<file path="config.mk">
export PLATFORM = sky130hd
export DESIGN_NAME = airi5c_spi_master_engine
export DESIGN_NICKNAME = d
export VERILOG_FILES = /design/src/rtl/airi5c_spi_master_engine.sv
export SDC_FILE = /design/constraint.sdc
export NUM_CORES = 1
export LEC_CHECK = 0
export CORE_MARGIN = 2
export CORE_UTILIZATION = 56
export CTS_BUF_LIST = sky130_fd_sc_hd__clkbuf_8
export DETAILED_ROUTE_END_ITERATION = 7
export PLACE_DENSITY = 0.82
export SYNTH_ARGS = -nofsm -noshare
export SYNTH_HDL_FRONTEND = slang
export SYNTH_SLANG_ARGS = --single-unit
</file>
<file path="constraint.sdc">
create_clock -name clk -period 3.1 [get_ports clk]
set_clock_uncertainty 0.15 [all_clocks]
set_input_delay 0.62 -clock clk [delete_from_list [all_inputs] [get_ports clk]]
set_output_delay 0.62 -clock clk [all_outputs]
set_load 0.02 [all_outputs]
</file>
<file path="src/rtl/airi5c_spi_master_engine.sv">
// SPI master shift engine: pops TX FIFO words, shifts them out on SCLK/MOSI, pushes MISO words to RX FIFO.
// Define AIRI5C_SPI_RX_STALL_EN to hold off new frames while the RX FIFO is full.
module airi5c_spi_master_engine #(
    parameter int DATA_WIDTH    = 8,
    parameter int CLK_DIV_WIDTH = 8
) (
    input  logic                     clk,
    input  logic                     reset,
    input  logic                     enable,
    input  logic                     cpol,
    input  logic                     cpha,
    input  logic [CLK_DIV_WIDTH-1:0] clk_div,
    input  logic                     tx_empty,
    input  logic [DATA_WIDTH-1:0]    tx_data,
    output logic                     tx_pop,
    input  logic                     rx_full,
    output logic                     rx_push,
    output logic [DATA_WIDTH-1:0]    rx_data,
    output logic                     sclk,
    output logic                     mosi,
    output logic                     ss_n,
    input  logic                     miso,
    output logic                     busy,
    output logic                     overflow
);
    localparam int EW = $clog2(2 * DATA_WIDTH) + 1;
    localparam logic [EW-1:0] LAST_EDGE = EW'(2 * DATA_WIDTH);

    typedef enum logic [1:0] {
        S_IDLE,
        S_SETUP,
        S_SHIFT,
        S_HOLD
    } state_t;

    state_t r_state;
    state_t w_next;

    logic [DATA_WIDTH-1:0]    r_tx_sr;
    logic [DATA_WIDTH-1:0]    r_rx_sr;
    logic [DATA_WIDTH-1:0]    r_rx_data;
    logic [CLK_DIV_WIDTH-1:0] r_div;
    logic [CLK_DIV_WIDTH-1:0] r_div_cnt;
    logic [EW-1:0]            r_edge_cnt;
    logic                     r_cpol;
    logic                     r_cpha;
    logic                     r_sclk;
    logic                     r_overflow;

    logic w_gate;
    logic w_start;
    logic w_tick;
    logic w_load;
    logic w_edge;
    logic w_done;
    logic w_push;
    logic w_sample;
    logic w_shift;
    logic w_ovf_set;

`ifdef AIRI5C_SPI_RX_STALL_EN
    assign w_gate    = ~rx_full;
    assign w_ovf_set = 1'b0;
`else
    assign w_gate    = 1'b1;
    assign w_ovf_set = (r_state == S_HOLD) & rx_full;
`endif

    assign w_start = enable & ~tx_empty & w_gate;
    assign w_tick  = (r_div_cnt == r_div);

    always_ff @(posedge clk or posedge reset) begin
        if (reset) r_state <= S_IDLE;
        else       r_state <= w_next;
    end

    always_comb begin
        w_next = r_state;
        w_load = 1'b0;
        w_edge = 1'b0;
        w_done = 1'b0;
        w_push = 1'b0;
        unique case (r_state)
            S_IDLE: begin
                if (w_start) begin
                    w_next = S_SETUP;
                    w_load = 1'b1;
                end
            end
            S_SETUP: begin
                if (w_tick) begin
                    w_next = S_SHIFT;
                    w_edge = 1'b1;
                end
            end
            S_SHIFT: begin
                if (w_tick) begin
                    if (r_edge_cnt == LAST_EDGE) begin
                        w_next = S_HOLD;
                        w_done = 1'b1;
                    end else begin
                        w_edge = 1'b1;
                    end
                end
            end
            S_HOLD: begin
                w_push = ~rx_full;
                if (w_start) begin
                    w_next = S_SETUP;
                    w_load = 1'b1;
                end else begin
                    w_next = S_IDLE;
                end
            end
            default: w_next = S_IDLE;
        endcase
    end

    // Even edges are leading; CPHA1 skips edge 0 since the MSB is preset in SETUP
    assign w_sample = w_edge & (r_cpha ? r_edge_cnt[0] : ~r_edge_cnt[0]);
    assign w_shift  = w_edge & (r_cpha ? (~r_edge_cnt[0] & (r_edge_cnt >= EW'(2)))
                                       : r_edge_cnt[0]);

    always_ff @(posedge clk or posedge reset) begin
        if (reset) begin
            r_tx_sr    <= '0;
            r_rx_sr    <= '0;
            r_rx_data  <= '0;
            r_div      <= '0;
            r_div_cnt  <= '0;
            r_edge_cnt <= '0;
            r_cpol     <= 1'b0;
            r_cpha     <= 1'b0;
            r_sclk     <= 1'b0;
            r_overflow <= 1'b0;
        end else begin
            if (w_load) begin
                r_tx_sr    <= tx_data;
                r_rx_sr    <= '0;
                r_cpol     <= cpol;
                r_cpha     <= cpha;
                r_div      <= clk_div;
                r_sclk     <= cpol;
                r_div_cnt  <= '0;
                r_edge_cnt <= '0;
            end else begin
                if (r_state == S_SETUP || r_state == S_SHIFT)
                    r_div_cnt <= w_tick ? '0 : r_div_cnt + CLK_DIV_WIDTH'(1);
                if (w_edge) begin
                    r_sclk     <= ~r_sclk;
                    r_edge_cnt <= r_edge_cnt + EW'(1);
                end
                if (w_sample) r_rx_sr <= {r_rx_sr[DATA_WIDTH-2:0], miso};
                if (w_shift)  r_tx_sr <= {r_tx_sr[DATA_WIDTH-2:0], 1'b0};
                if (w_done)   r_rx_data <= r_rx_sr;
            end
            if (!enable)        r_overflow <= 1'b0;
            else if (w_ovf_set) r_overflow <= 1'b1;
        end
    end

    assign tx_pop   = w_load & ~reset;
    assign rx_push  = w_push;
    assign rx_data  = r_rx_data;
    assign sclk     = reset ? 1'b0 : ((r_state == S_IDLE) ? cpol : r_sclk);
    assign mosi     = (r_state != S_IDLE) & r_tx_sr[DATA_WIDTH-1];
    assign ss_n     = (r_state == S_IDLE);
    assign busy     = (r_state != S_IDLE);
    assign overflow = r_overflow;
    // r_cpol only seeds r_sclk at load; kept for readability of the latched mode
    logic w_unused;
    assign w_unused = r_cpol;

endmodule

</file>
==> results.py <==
metrics = {
    "clocking": {
        "clock_path_buffers": 2,
        "clk_latency_ns": 0.31,
        "cts_hold_buf": 0,
        "postCtsSetupBuffers": 0,
        "htree_levels": 2,
        "cts_sinks": 50,
        "cts-buffers-inserted": 5,
        "cts_tree": "done",
        "cts_root_buf": "clkbuf_8",
        "path_clk_slew_ns": 0.09,
    },
    "layout": {
        "area.growth.synth_to_final_pct": 20.9,
        "drive_gt1_share_pct": 10.8,
        "fin_cells": 348,
        "layout.nets": 327,
        "nFillCells": 332,
        "final_core_util_pct": 70.5,
        "diodes": 0,
        "regArea_um2": 1250,
        "multi_input_area_um2": 1230,
        "final_area_um2": 3090,
    },
    "route": {
        "wl_per_cell_um": 13.7,
        "drc": 0,
        "drtIter0Drc": 164,
        "dr.pass1.iters": 4,
        "avgViaCountPerCell": 5.55,
        "wl_um": 4750,
        "ant_nets": 0,
        "detailroute.via_count": 1932,
    },
    "placement": {
        "post_dp_cell_area_um2": 3010,
        "post-dp-hpwl_um": 3510,
        "place_inst": 341,
        "gp_congestion": 0.909,
        "io_buffer_count": 38,
    },
    "global_route": {
        "grt_pass1_vias": 1791,
        "antenna_found_initial": 0,
        "grt_first_pass_wirelength_um": 8240,
        "grt_use_total_pct": 20.7,
        "overflow": 0,
        "grt_start_max_net_pins": 39,
    },
    "yosys": {
        "avgSynthCellArea_um2": 9.99,
        "synth_simple_gate_area_share_pct": 20.7,
        "synthCells": 256,
        "synth-xor-area-share_pct": 5.53,
        "synth_compound_area_share_pct": 11.1,
        "synth_cell_types": 46,
        "synthArstFlopShare_pct": 100,
        "synth_edf_count": 0,
        "synth_top_family_by_area": "simple AND/OR/NAND/NOR gates",
        "ys.flop_type": "dfrtp_1",
        "yosysWarnings": 0,
        "syn_nets": 287,
        "netlist_area_um2": 2560,
        "ys_seq_area_share_pct": 48.9,
        "yosys-mux-area-fraction_pct": 7.44,
        "synth.ff_latch_count": 50,
        "synth_fa_ha_area_share_pct": 3.42,
    },
    "power_and_ir_drop": {
        "vdd_drop_max_v": 0.000566,
        "power_mw": 2.43,
        "cellLeakagePower_nw": 1.44,
        "p_per_area_nw_per_um2": 787,
    },
    "worst_setup_path": {
        "crit_required_ns": 2.33,
        "critPathSlowestCell": "clkdlybuf4s50_1",
        "worstSetupPathType": "flop to output pin",
        "path_buf_inv": 2,
        "cp_max_fo": 6,
        "critPathMaxStageDelay_ns": 0.60,
        "crit_path_end_kind": "output pin",
        "arrival_ns": 2.03,
        "crit_path_cell_trace": "inv_1, ha_1, mux2i_1, nor2_1, clkdlybuf4s50_1",
        "cpLargestDelayFamily": "buffers and inverters",
        "crit_path_start_kind": "flop",
    },
    "sta": {
        "period_minus_slack_ns": 2.80,
        "hold_viol": 0,
        "tightest_slew_ns": 1.06,
        "finalSetupTns_ns": 0,
        "relSlewSlack_pct": 28.6,
        "grt_setup_unrepaired": "no",
        "setup_viol": 0,
        "finalMaxSlewViolations": 0,
        "fmax_ghz": 0.358,
        "min_period_over_period_pct": 90.2,
    },
    "floorplan": {
        "core_um2": 4380,
        "rows": 24,
        "die_y_um": 71.6,
        "dieArea_um2": 5120,
        "die_x_um": 71.6,
        "ioPinCount": 39,
        "start_util_pct": 58.3,
    },
    "run_status": {
        "outcome": "finished clean",
    },
    "worst_hold_path": {
        "holdCritPathClass": "flop to flop",
    },
    "flow_run": {
        "cap_violations": 0,
    },
}
-- kinds of logic after synthesis --
group,Yosys count
AOI/OAI and AO/OA,46
xor gates and xnor gates,11
adders and majority gates,7
buffers and inverters,18
DFF,50
muxes,18
and+or+nand+nor,106
-- synthesized netlist by cell type (2+ instances only) --
| cell | instances | area [um^2] |
|---|---|---|
| dfrtp_1 | 50 | 1250 |
| ha_1 | 7 | 87.6 |
| a31oi_1 | 3 | 18.8 |
| nand3_1 | 8 | 40.0 |
| or2_2 | 2 | 12.5 |
| a21oi_1 | 12 | 60.1 |
| xnor2_1 | 4 | 35.0 |
| nand2_1 | 55 | 206 |
| o21ai_0 | 14 | 70.1 |
| nand2b_1 | 2 | 12.5 |
| a21o_1 | 2 | 15.0 |
| mux2_2 | 8 | 90.1 |
| xnor2_2 | 6 | 97.6 |
| inv_1 | 9 | 33.8 |
| and3_1 | 3 | 18.8 |
| or4_1 | 2 | 15.0 |
| or3_1 | 2 | 12.5 |
| nor2_1 | 15 | 56.3 |
| o31ai_1 | 3 | 22.5 |
| mux2i_1 | 10 | 100 |
| nor2b_1 | 6 | 37.5 |
| nor4_1 | 2 | 12.5 |
| o21a_1 | 2 | 15.0 |
| clkbuf_1 | 5 | 18.8 |
| o21ai_1 | 2 | 10.0 |
| buf_2 | 2 | 10.0 |
-- through the flow --
| stage | hold slack [ns] | setup slack, ns |
|---|---|---|
| 2_1_floorplan | 0.311 | 0.595 |
| 3_3_place_gp | 0.338 | 0.178 |
| 3_5_place_dp | 0.345 | 0.204 |
| 4_1_cts | 0.365 | 0.111 |
| 5_1_grt | 0.372 | 0.109 |
| 6_report | 0.360 | 0.304 |
-- where the power goes --
part	internal [mW]	total, mW	switching, mW
logic	0.463	1.08	0.612
clock network	0.154	0.374	0.219
registers	0.818	0.985	0.166
-- per-layer routing --
layer / global-route usage (%) / up-vias / part of all wire, %
met5: 0 / - / 0
met4: 10.1 / 0 / 2.4
met3: 4.50 / 10 / 4.3
met2: 31.4 / 45 / 45
met1: 28.4 / 913 / 49
li1: - / 964 / -
-- sequential cells by signal, indices dropped and copies added, names as in the netlist --
signal / flops
r_div_cnt: 8
r_edge_cnt: 5
rx_data: 8
r_cpha: 1
r_rx_sr: 8
overflow: 1
r_sclk: 1
r_div: 8
r_state: 2
r_tx_sr: 8
-- cells in the final DEF, fill, tap and decap left out, types with 2 or more instances in the layout --
cell type,instances
o21a_1,2
nor4_1,2
or4_1,2
a21o_1,2
buf_4,3
mux2_2,8
nor2b_1,6
and3_1,3
or3_1,2
nand2_1,55
clkdlybuf4s50_1,37
o31ai_1,3
xnor2_2,6
o21ai_1,2
inv_1,8
o21ai_0,14
xnor2_1,4
or2_2,2
a21oi_1,12
dfrtp_1,50
mux2i_1,10
clkinvlp_4,2
nand2b_1,2
ha_1,7
nor2_1,15
clkbuf_8,5
a31oi_1,3
nand3_1,8
-- final timing paths --
path,slack (ns),from,depth (start not counted),end
worst max-delay path,0.30,r_state[0]$_DFFE_PP0P_,5,sclk
worst min-delay path,0.36,rx_data[0]$_DFFE_PP0P_,1,rx_data[0]$_DFFE_PP0P_
worst max register to register,0.48,r_state[0]$_DFFE_PP0P_,6,r_rx_sr[4]$_DFFE_PP0P_
worst min register to register,0.36,rx_data[0]$_DFFE_PP0P_,1,rx_data[0]$_DFFE_PP0P_
max in group asynchronous,1.68,reset,3,rx_data[0]$_DFFE_PP0P_
min in group asynchronous,0.61,reset,2,r_edge_cnt[3]$_DFFE_PP0P_
-- what timing repair did --
item                                   4_1_cts  5_1_grt
gates resized for setup                      0        1
endpoints found under the hold margin        0        0
setup endpoints to repair                    0        1
-- area by class of cell --
class,instances,share of cell area (%)
Clock inverter,2,0.486
Tap cell,52,2.10
Timing Repair Buffer,42,13.8
Multi-Input combinational cell,188,39.9
Sequential cell,50,40.5
Inverter,9,1.09
Clock buffer,5,2.23
(Power assumes the default switching activity.)
